<file path="src/rtl/karatsuba_seq_mult_if.sv">
// Operand/product handshake bundle for karatsuba_seq_mult.
// The master drives operands and accepts products; the slave is the multiplier.
interface karatsuba_seq_mult_if #(
  parameter int N = 16
);
  logic           in_valid;
  logic           in_ready;
  logic [N-1:0]   x;
  logic [N-1:0]   y;
  logic           out_valid;
  logic           out_ready;
  logic [2*N-1:0] z;
  logic           busy;

  modport master (
    output in_valid, x, y, out_ready,
    input  in_ready, out_valid, z, busy
  );

  modport slave (
    input  in_valid, x, y, out_ready,
    output in_ready, out_valid, z, busy
  );
endinterface

</file>
<file path="src/rtl/karatsuba_seq_mult.sv">
// Multi-cycle unsigned N x N -> 2N multiplier around one shared (H+1)-bit array multiplier.
// Define KARATSUBA_3MULT_EN for the 3-product Karatsuba schedule (3-cycle latency instead of 4).
module karatsuba_rca #(
  parameter int W = 8
) (
  input  logic [W-1:0] a_i,
  input  logic [W-1:0] b_i,
  input  logic         c_i,
  output logic [W-1:0] s_o
);
  always_comb begin
    logic c;
    s_o = '0;
    c   = c_i;
    for (int unsigned i = 0; i < W; i++) begin
      s_o[i] = a_i[i] ^ b_i[i] ^ c;
      c      = (a_i[i] & b_i[i]) | (c & (a_i[i] ^ b_i[i]));
    end
  end
endmodule

module karatsuba_half_mult #(
  parameter int W = 9
) (
  input  logic [W-1:0]   a_i,
  input  logic [W-1:0]   b_i,
  output logic [2*W-1:0] p_o
);
  logic [2*W-1:0] row [W+1];

  assign row[0] = '0;

  for (genvar i = 0; i < W; i++) begin : g_row
    logic [2*W-1:0] pp;
    assign pp = b_i[i] ? ({{W{1'b0}}, a_i} << i) : '0;
    karatsuba_rca #(.W(2*W)) u_add (
      .a_i (row[i]),
      .b_i (pp),
      .c_i (1'b0),
      .s_o (row[i+1])
    );
  end

  assign p_o = row[W];
endmodule

module karatsuba_seq_mult #(
  parameter int N = 16
) (
  input logic                 clk,
  input logic                 rst_n,
  karatsuba_seq_mult_if.slave bus
);
  localparam int H  = N / 2;
  localparam int PW = 2 * H + 2;
  localparam int AW = 2 * N;

  if ((N % 2) != 0 || N < 4) begin : g_bad_n
    $error("karatsuba_seq_mult: N must be even and >= 4");
  end

`ifdef KARATSUBA_3MULT_EN
  localparam logic [1:0] LAST_STEP = 2'd2;
`else
  localparam logic [1:0] LAST_STEP = 2'd3;
`endif

  typedef enum logic [1:0] {
    S_IDLE = 2'd0,
    S_MUL  = 2'd1,
    S_DONE = 2'd2
  } state_t;

  state_t        state_q, state_d;
  logic [1:0]    step_q, step_d;
  logic [N-1:0]  x_q, x_d, y_q, y_d;
  logic [AW-1:0] acc_q, acc_d;

  logic [H-1:0]  xl, xh, yl, yh;
  logic [H:0]    mul_a, mul_b;
  logic [PW-1:0] prod;
  logic [AW-1:0] addend, acc_sum;

  assign xl = x_q[H-1:0];
  assign xh = x_q[N-1:H];
  assign yl = y_q[H-1:0];
  assign yh = y_q[N-1:H];

  karatsuba_half_mult #(.W(H+1)) u_mul (
    .a_i (mul_a),
    .b_i (mul_b),
    .p_o (prod)
  );

  karatsuba_rca #(.W(AW)) u_acc (
    .a_i (acc_q),
    .b_i (addend),
    .c_i (1'b0),
    .s_o (acc_sum)
  );

`ifdef KARATSUBA_3MULT_EN
  logic [N-1:0]  z0_q, z0_d, z2_q, z2_d;
  logic [H:0]    xs, ys;
  logic [PW-1:0] mid_t, mid;

  karatsuba_rca #(.W(H+1)) u_xs (
    .a_i ({1'b0, xl}), .b_i ({1'b0, xh}), .c_i (1'b0), .s_o (xs)
  );
  karatsuba_rca #(.W(H+1)) u_ys (
    .a_i ({1'b0, yl}), .b_i ({1'b0, yh}), .c_i (1'b0), .s_o (ys)
  );

  // m - z0 - z2 as two two's-complement subtractions; the result is xh*yl + xl*yh, never negative
  karatsuba_rca #(.W(PW)) u_sub0 (
    .a_i (prod), .b_i (~{2'b00, z0_q}), .c_i (1'b1), .s_o (mid_t)
  );
  karatsuba_rca #(.W(PW)) u_sub2 (
    .a_i (mid_t), .b_i (~{2'b00, z2_q}), .c_i (1'b1), .s_o (mid)
  );

  always_comb begin
    mul_a  = '0;
    mul_b  = '0;
    addend = '0;
    case (step_q)
      2'd0: begin
        mul_a  = {1'b0, xl};
        mul_b  = {1'b0, yl};
        addend = AW'(prod);
      end
      2'd1: begin
        mul_a  = {1'b0, xh};
        mul_b  = {1'b0, yh};
        addend = AW'(prod) << N;
      end
      default: begin
        mul_a  = xs;
        mul_b  = ys;
        addend = AW'(mid) << H;
      end
    endcase
  end

  always_comb begin
    z0_d = z0_q;
    z2_d = z2_q;
    if (state_q == S_MUL) begin
      if (step_q == 2'd0) z0_d = prod[N-1:0];
      if (step_q == 2'd1) z2_d = prod[N-1:0];
    end
  end

  always_ff @(posedge clk or negedge rst_n) begin
    if (!rst_n) begin
      z0_q <= '0;
      z2_q <= '0;
    end else begin
      z0_q <= z0_d;
      z2_q <= z2_d;
    end
  end
`else
  always_comb begin
    mul_a  = '0;
    mul_b  = '0;
    addend = '0;
    case (step_q)
      2'd0: begin
        mul_a  = {1'b0, xl};
        mul_b  = {1'b0, yl};
        addend = AW'(prod);
      end
      2'd1: begin
        mul_a  = {1'b0, xh};
        mul_b  = {1'b0, yl};
        addend = AW'(prod) << H;
      end
      2'd2: begin
        mul_a  = {1'b0, xl};
        mul_b  = {1'b0, yh};
        addend = AW'(prod) << H;
      end
      default: begin
        mul_a  = {1'b0, xh};
        mul_b  = {1'b0, yh};
        addend = AW'(prod) << N;
      end
    endcase
  end
`endif

  always_comb begin
    state_d       = state_q;
    step_d        = step_q;
    x_d           = x_q;
    y_d           = y_q;
    acc_d         = acc_q;
    bus.in_ready  = 1'b0;
    bus.busy      = 1'b0;
    bus.out_valid = 1'b0;
    case (state_q)
      S_IDLE: begin
        bus.in_ready = 1'b1;
        if (bus.in_valid) begin
          x_d     = bus.x;
          y_d     = bus.y;
          acc_d   = '0;
          step_d  = '0;
          state_d = S_MUL;
        end
      end
      S_MUL: begin
        bus.busy = 1'b1;
        acc_d    = acc_sum;
        step_d   = step_q + 2'd1;
        if (step_q == LAST_STEP) begin
          step_d  = '0;
          state_d = S_DONE;
        end
      end
      S_DONE: begin
        bus.out_valid = 1'b1;
        if (bus.out_ready) state_d = S_IDLE;
      end
      default: state_d = S_IDLE;
    endcase
  end

  always_ff @(posedge clk or negedge rst_n) begin
    if (!rst_n) begin
      state_q <= S_IDLE;
      step_q  <= '0;
      x_q     <= '0;
      y_q     <= '0;
      acc_q   <= '0;
    end else begin
      state_q <= state_d;
      step_q  <= step_d;
      x_q     <= x_d;
      y_q     <= y_d;
      acc_q   <= acc_d;
    end
  end

  assign bus.z = acc_q;
endmodule
</file>
<file path="src/flat_wrapper.sv">
// flat-port wrapper written by rule: the top's interface ports become plain ports
module karatsuba_seq_mult_flat 
#(
  parameter int N = 16
)
  (clk, rst_n, bus_in_valid, bus_x, bus_y, bus_out_ready, bus_in_ready, bus_out_valid, bus_z, bus_busy);
  karatsuba_seq_mult_if #(.N(N)) bus_i ();
  input logic clk;
  input logic rst_n;
  input wire logic [$bits(bus_i.in_valid)-1:0] bus_in_valid;
  input wire logic [$bits(bus_i.x)-1:0] bus_x;
  input wire logic [$bits(bus_i.y)-1:0] bus_y;
  input wire logic [$bits(bus_i.out_ready)-1:0] bus_out_ready;
  output wire logic [$bits(bus_i.in_ready)-1:0] bus_in_ready;
  output wire logic [$bits(bus_i.out_valid)-1:0] bus_out_valid;
  output wire logic [$bits(bus_i.z)-1:0] bus_z;
  output wire logic [$bits(bus_i.busy)-1:0] bus_busy;
  assign bus_i.in_valid = bus_in_valid;
  assign bus_i.x = bus_x;
  assign bus_i.y = bus_y;
  assign bus_i.out_ready = bus_out_ready;
  assign bus_in_ready = bus_i.in_ready;
  assign bus_out_valid = bus_i.out_valid;
  assign bus_z = bus_i.z;
  assign bus_busy = bus_i.busy;
  karatsuba_seq_mult #(.N(N)) u_core (.clk(clk), .rst_n(rst_n), .bus(bus_i));
endmodule
</file>
<file path="config.mk">
export PLATFORM = sky130hd
export DESIGN_NAME = karatsuba_seq_mult_flat
export DESIGN_NICKNAME = d
export VERILOG_FILES = /design/src/rtl/karatsuba_seq_mult_if.sv /design/src/rtl/karatsuba_seq_mult.sv /design/src/flat_wrapper.sv
export SDC_FILE = /design/constraint.sdc
export NUM_CORES = 1
export LEC_CHECK = 0
export ABC_AREA = 1
export ABC_CLOCK_PERIOD_IN_PS = 15800
export CORE_UTILIZATION = 45
export DETAILED_ROUTE_END_ITERATION = 7
export PLACE_DENSITY = 0.79
export SLEW_MARGIN = 0
export SYNTH_ARGS = -nofsm -noshare
export SYNTH_HDL_FRONTEND = slang
export SYNTH_SLANG_ARGS = --single-unit
</file>
<file path="constraint.sdc">
create_clock -name clk -period 15.8 [get_ports clk]
set_input_delay 3.16 -clock clk [delete_from_list [all_inputs] [get_ports clk]]
set_output_delay 3.16 -clock clk [all_outputs]
set_load 0.1 [all_outputs]
</file>
## After elaboration in Yosys (flattened, before gate mapping)

Index checks and enable logic that the tools add are counted.

| storage, ports and cells | value |
|---|---|
| input bits | 36 |
| memories | 0 |
| logic and storage cells | 873 |
| RAM bits | 0 |
| memory bits (read-only) | 0 |
| latch bits | 0 |
| bits in registers | 68 |

| cells by class | value |
|---|---|
| muxes and demuxes | 24 |
| shifts and indexed selects | 0 |
| reduce and logical (&&, ||, !) cells | 9 |
| $mul | 0 |
| div/mod/pow operators | 0 |
| bitwise logic cells | 826 |
| eq/ne operators | 8 |
| order comparisons | 0 |
| $add $sub $neg | 1 |

Operators with widths:

| operator | count |
|---|---|
| 1-bit XOR | 306 |
| 1-bit AND | 296 |
| 1-bit OR | 158 |
| 32-bit case mux with 2 select lines | 2 |
| 32-bit two-way mux | 1 |
| 1-bit XOR (second input constant) | 28 |
| 1-bit AND (second input constant) | 21 |
| 17-bit two-way mux | 1 |
| 16-bit two-way mux | 1 |
| 8-bit two-way mux | 2 |
| 15-bit two-way mux | 1 |
| 14-bit two-way mux | 1 |
| 13-bit two-way mux | 1 |
| 12-bit two-way mux | 1 |
| 11-bit two-way mux | 1 |
| 10-bit two-way mux | 1 |
| 2-bit two-way mux | 5 |
| 9-bit two-way mux | 1 |
| 1-bit XOR (both inputs constant) | 8 |
| 1-bit AND (both inputs constant) | 7 |
| 2-bit equality test (second input constant) | 3 |
| 2-bit case mux with 3 select lines | 1 |
| 2-bit OR reduction | 3 |
| 2-bit by 1-bit equality test with 1-bit output (second input constant) | 2 |
| 11 further kinds | 16 |

## Logic depth before layout (Yosys ltp)

| logic depth | value |
|---|---|
| word-level depth | 116 |
| mapped depth | 63 |
| gate-level depth less buffers | 63 |

## Cells and area by module

From an unflattened synthesis, not the netlist that was laid out.

| unflattened totals | value |
|---|---|
| cells, all modules | 964 |
| area total of the unflattened synthesis | 8416.8 um^2 |

By module, submodules not included:

| module | cells each | area each (um^2) | seq. area each (um^2) | instances |
|---|---|---|---|---|
| karatsuba_rca (u_core.u_mul.g_row[0].u_add ...) | 32 | 399.1 | 0.0 | 9 |
| karatsuba_seq_mult | 450 | 3333.2 | 1701.6 | 1 |
| karatsuba_half_mult | 181 | 814.5 | 0.0 | 1 |
| karatsuba_rca (u_core.u_acc) | 45 | 676.9 | 0.0 | 1 |

## Worst setup path before layout

OpenSTA, ideal clock, no wires.

| timing path | value |
|---|---|
| kind | reg-to-reg |
| start | register u_core.step_q[1] |
| end | register u_core.acc_q[31], in the netlist u_core.bus.z[31] |
| cell stages (with the launch flop) | 57 |
| arrival | 15487 ps |
| path slack | 193 ps |
| clock period less this slack | 15607 ps |
| library setup time | 120 ps |
| buffers on the path | 0 |
| cells stage by stage | dfrtp_1 > inv_1 > ha_1 > nor2_4 > or2_2 > o21ai_2 > nor2_1 > ha_1 > fa_1 > fa_1 > fa_1 > fa_1 > fa_1 > fa_1 > fa_1 > fa_1 > fa_1 > fa_1 > [21 not listed] > fa_1 > fa_1 > fa_1 > inv_1 > fa_1 > fa_1 > fa_1 > fa_1 > fa_1 > inv_1 > fa_1 > inv_1 > fa_1 > or2_2 > nand2_1 > nand2_1 > nand3_1 > nand2_1 |

| between the ends | value |
|---|---|
| cells in the longest elaborated chain, start to end | 84 |
| elaborated cells between the ends (all ways) | 797 |

Ends and longest elaborated chain:

| what | RTL line | text |
|---|---|---|
| from (decl) | karatsuba_seq_mult.sv:75 | `logic [1:0] step_q, step_d;` |
| from (signal assigned) | karatsuba_seq_mult.sv:239 | `step_q <= step_d;` |
| 2-bit equality test, or another cell as far along | karatsuba_seq_mult.sv:168 | `case (step_q)` |
| 2-bit OR reduction (no source line) | n/a |  |
| 8-bit two-way mux | karatsuba_seq_mult.sv:168 |  |
| 9-bit two-way mux or 10-bit two-way mux (tied branches) | karatsuba_seq_mult.sv:35 | `assign pp = b_i[i] ? ({{W{1'b0}}, a_i} << i) : '0;` |
| 1-bit XOR or 1-bit AND (tied branches) (2 in series) | karatsuba_seq_mult.sv:16, karatsuba_seq_mult.sv:17 |  |
| 1-bit XOR or 1-bit OR (tied branches) | karatsuba_seq_mult.sv:16, karatsuba_seq_mult.sv:17 |  |
| 1-bit XOR or 1-bit AND (tied branches) | karatsuba_seq_mult.sv:16, karatsuba_seq_mult.sv:17 |  |
| 1-bit XOR or 1-bit OR (tied branches) | karatsuba_seq_mult.sv:16, karatsuba_seq_mult.sv:17 |  |
| [67 not listed] | n/a |  |
| 1-bit AND | karatsuba_seq_mult.sv:17 | `c = (a_i[i] & b_i[i]) \| (c & (a_i[i] ^ b_i[i]));` |
| 1-bit OR | karatsuba_seq_mult.sv:17 |  |
| 1-bit AND | karatsuba_seq_mult.sv:17 |  |
| 1-bit OR | karatsuba_seq_mult.sv:17 |  |
| 1-bit AND | karatsuba_seq_mult.sv:17 |  |
| 1-bit OR | karatsuba_seq_mult.sv:17 |  |
| 1-bit XOR * | karatsuba_seq_mult.sv:16 | `s_o[i] = a_i[i] ^ b_i[i] ^ c;` |
| 32-bit case mux with 2 select lines * | karatsuba_seq_mult.sv:202 | `case (state_q)` |
| to (signal assigned) | karatsuba_seq_mult.sv:236 | `acc_q <= '0;` |
| to (signal assigned) | karatsuba_seq_mult.sv:242 | `acc_q <= acc_d;` |
| to (decl) | karatsuba_seq_mult.sv:77 | `logic [AW-1:0] acc_q, acc_d;` |

Every way passes the cells marked *; elsewhere a longest branch is shown, timed or not.
A chain may end at the register's enable or synchronous reset.

## Worst setup path in the final report

| timing path | value |
|---|---|
| start | register u_core.step_q[0] |
| end | register u_core.acc_q[31], in the netlist u_core.bus.z[31] |

Same word-level chain as after synthesis.

==> metrics.yaml <==
ctsRootBufferMaster: "clkbuf_16"
synth_cells: 532
crit_slowest_cell: "fa_2"
core-area_um2: 11500
synth-xor-area-share_pct: 0
maxCapViolCount: 0
crit_fanout: 4
diodes: 0
worst_slew_pin_slew_ns: 0.979
synthFlopType: "dfrtp_1"
die_area_um2: 12300
rows: 39
crit_path_frequent_cell: "fa_2"
max_slew_margin_pct: 34.5
cts.sinks: 68
post-route-min-period_ns: 15.41
syn_to_final_growth_pct: 26.1
post-route-util_pct: 58.5
hold_path_class: "reg -> reg"
portBuffers: 70
yosys.area_share.simple_pct: 16.4
initial_utilization_pct: 46.4
finClkSkew_ns: 0.0106
grt_usage_pct: 20.7
setup.worst_path.end_class: "register"
synth_top_area_cell: "dfrtp_1"
path_clk_slew_ns: 0.06
grt_remaining_overflow: 0
vias_per_cell: 5.31
antenna_found_initial: 0
ys_warn_count: 0
worstPathRequired_ns: 16.02
drt_iter0_markers: 198
fin_area_um2: 6740
layout-drive-gt1-share_pct: 24.6
cts_buffers: 9
synthDominantCellAreaShare_pct: 31.8
nNetsFinal: 736
grt_max_degree: 69
clockBufferDepth: 2
synth.cell_area_um2: 5350
synth.avg_cell_area_um2: 10.0
grt_pass1_vias: 4296
synth-adder-area-share_pct: 32.5
die_w_um: 111
ys_seq_area_share_pct: 31.8
finalWorstSetupSlack_ns: 0.391
cts_tree: "yes"
drt-pass1-iter-count: 7
max_stage_delay_ns: 0.55
setup_violations: 0
clock_latency_ns: 0.34
muxShareOfSynthArea_pct: 0
gp_congestion: 0.844
synth.area.top_cells: "dfrtp_1, fa_1, nand2_1"
fmax_mhz: 64.9
post_dp_cell_area_um2: 6200
die_y_um: 111
ant_nets: 0
drc: 10
dpl.hpwl_um: 9010
hold_viol_final: 0
synth_edf_count: 0
violations: "design-rule violations"
synth_compound_gate_area_share_pct: 12.2
grt_pass1_wl_um: 20100
synth_top_family_by_area: "adder cells"
ys_types: 26
io_pins: 71
wl_per_cell_um: 16.0
ys_ff_latch: 68
status: "complete, but fails checks"
ys_top_cells_by_count: "nand2_1, fa_1, nor2_1"
critPathLaunchType: "register"
htree_levels: 3
synth_nets: 660
synth_most_common_cell: "nand2_1"
cts_hold_buf: 0
pre_cts_ws_ns: -0.367
criticalPathCategory: "reg -> reg"
vias: 4018
fin_crit_sh_pct: 97.5
slew_viol_final: 0
worstPathArrival_ns: 15.63
totalWireLength_um: 12100
synthArstFlopShare_pct: 100
==> placed cells by master (no fill, tap or decap), types with 3 or more instances in the layout <==
cell type / instances
nor2_1: 74
or2_1: 3
nor2_4: 4
a22oi_1: 4
ha_4: 3
nand3_1: 25
or2_2: 4
inv_2: 14
clkdlybuf4s50_1: 69
a22o_1: 14
ha_1: 9
a21oi_1: 12
dfrtp_1: 68
o21ai_2: 11
fa_1: 26
fa_2: 52
o22ai_2: 21
o21ai_0: 5
buf_4: 13
clkbuf_16: 9
nand2_1: 95
inv_1: 54
==> registers in the layout, indices dropped and copies added (netlist names) <==
| name | flops |
|---|---|
| u_core.bus.z | 32 |
| u_core.x_q | 16 |
| u_core.y_q | 16 |
| u_core.state_q | 2 |
| u_core.step_q | 2 |
==> per-stage QoR <==
stage | setup TNS, ns | std cells | hold WS [ns]
final | 0 | 756 | 0.471
after global routing | -0.0573 | 756 | 0.495
after CTS | 0 | 755 | 0.471
after detailed placement | -0.609 | 739 | 0.455
after global placement | 0 | 739 | 0.454
after floorplan | 0 | 532 | 0.434
==> worst max-delay path: cells and delay by family, from the launching register on <==
family	cells	cell delay (ns)
adders and majority gates	38	12.82
and+or+nand+nor	10	1.29
buffers and inverters	8	0.59
DFF	1	0.42
AOI/OAI and AO/OA	2	0.15
==> cell families after synthesis <==
group,count (synthesis)
AO/OA/AOI/OAI,75
adder cells (fa/ha/maj),92
buffers and inverters,88
flip-flops,68
AND/OR/NAND/NOR,209
==> layer usage <==
metal,track usage [%],vias to the layer above,share of wire (%)
met3,4.98,30,5.1
li1,-,1831,-
met2,36.2,150,52
met1,24.8,2007,41
met5,0,-,0
met4,7.03,0,1.9
==> worst paths after layout <==
check | to | from | cells after the start | slack [ns]
max in group asynchronous | u_core.step_q[0] | rst_n | 2 | 12.21
max | u_core.bus.z[31] | u_core.step_q[0] | 58 | 0.39
max reg2reg | u_core.bus.z[31] | u_core.step_q[0] | 58 | 0.39
min | u_core.x_q[13] | u_core.x_q[13] | 2 | 0.47
min in group asynchronous | u_core.bus.z[2] | rst_n | 2 | 3.01
min reg2reg | u_core.x_q[13] | u_core.x_q[13] | 2 | 0.47
==> area by class of cell <==
cell class,count,area [µm²]
fill,946,4770
multi-input combinational,376,3460
sequential,68,1700
timing repair buffer,84,805
inverter,69,262
clock buffer,11,253
tap,143,179
clock inverter,5,82.6
==> timing repair <==
action                                  4_1_cts  5_1_grt
buffers inserted                              0        1
endpoints found under the setup margin        3        3
gates resized for setup                      30       45
pin swaps                                    13       28
Power is not shown: default switching activity piles up to over one toggle a cycle in this logic, so the estimate is an artifact.
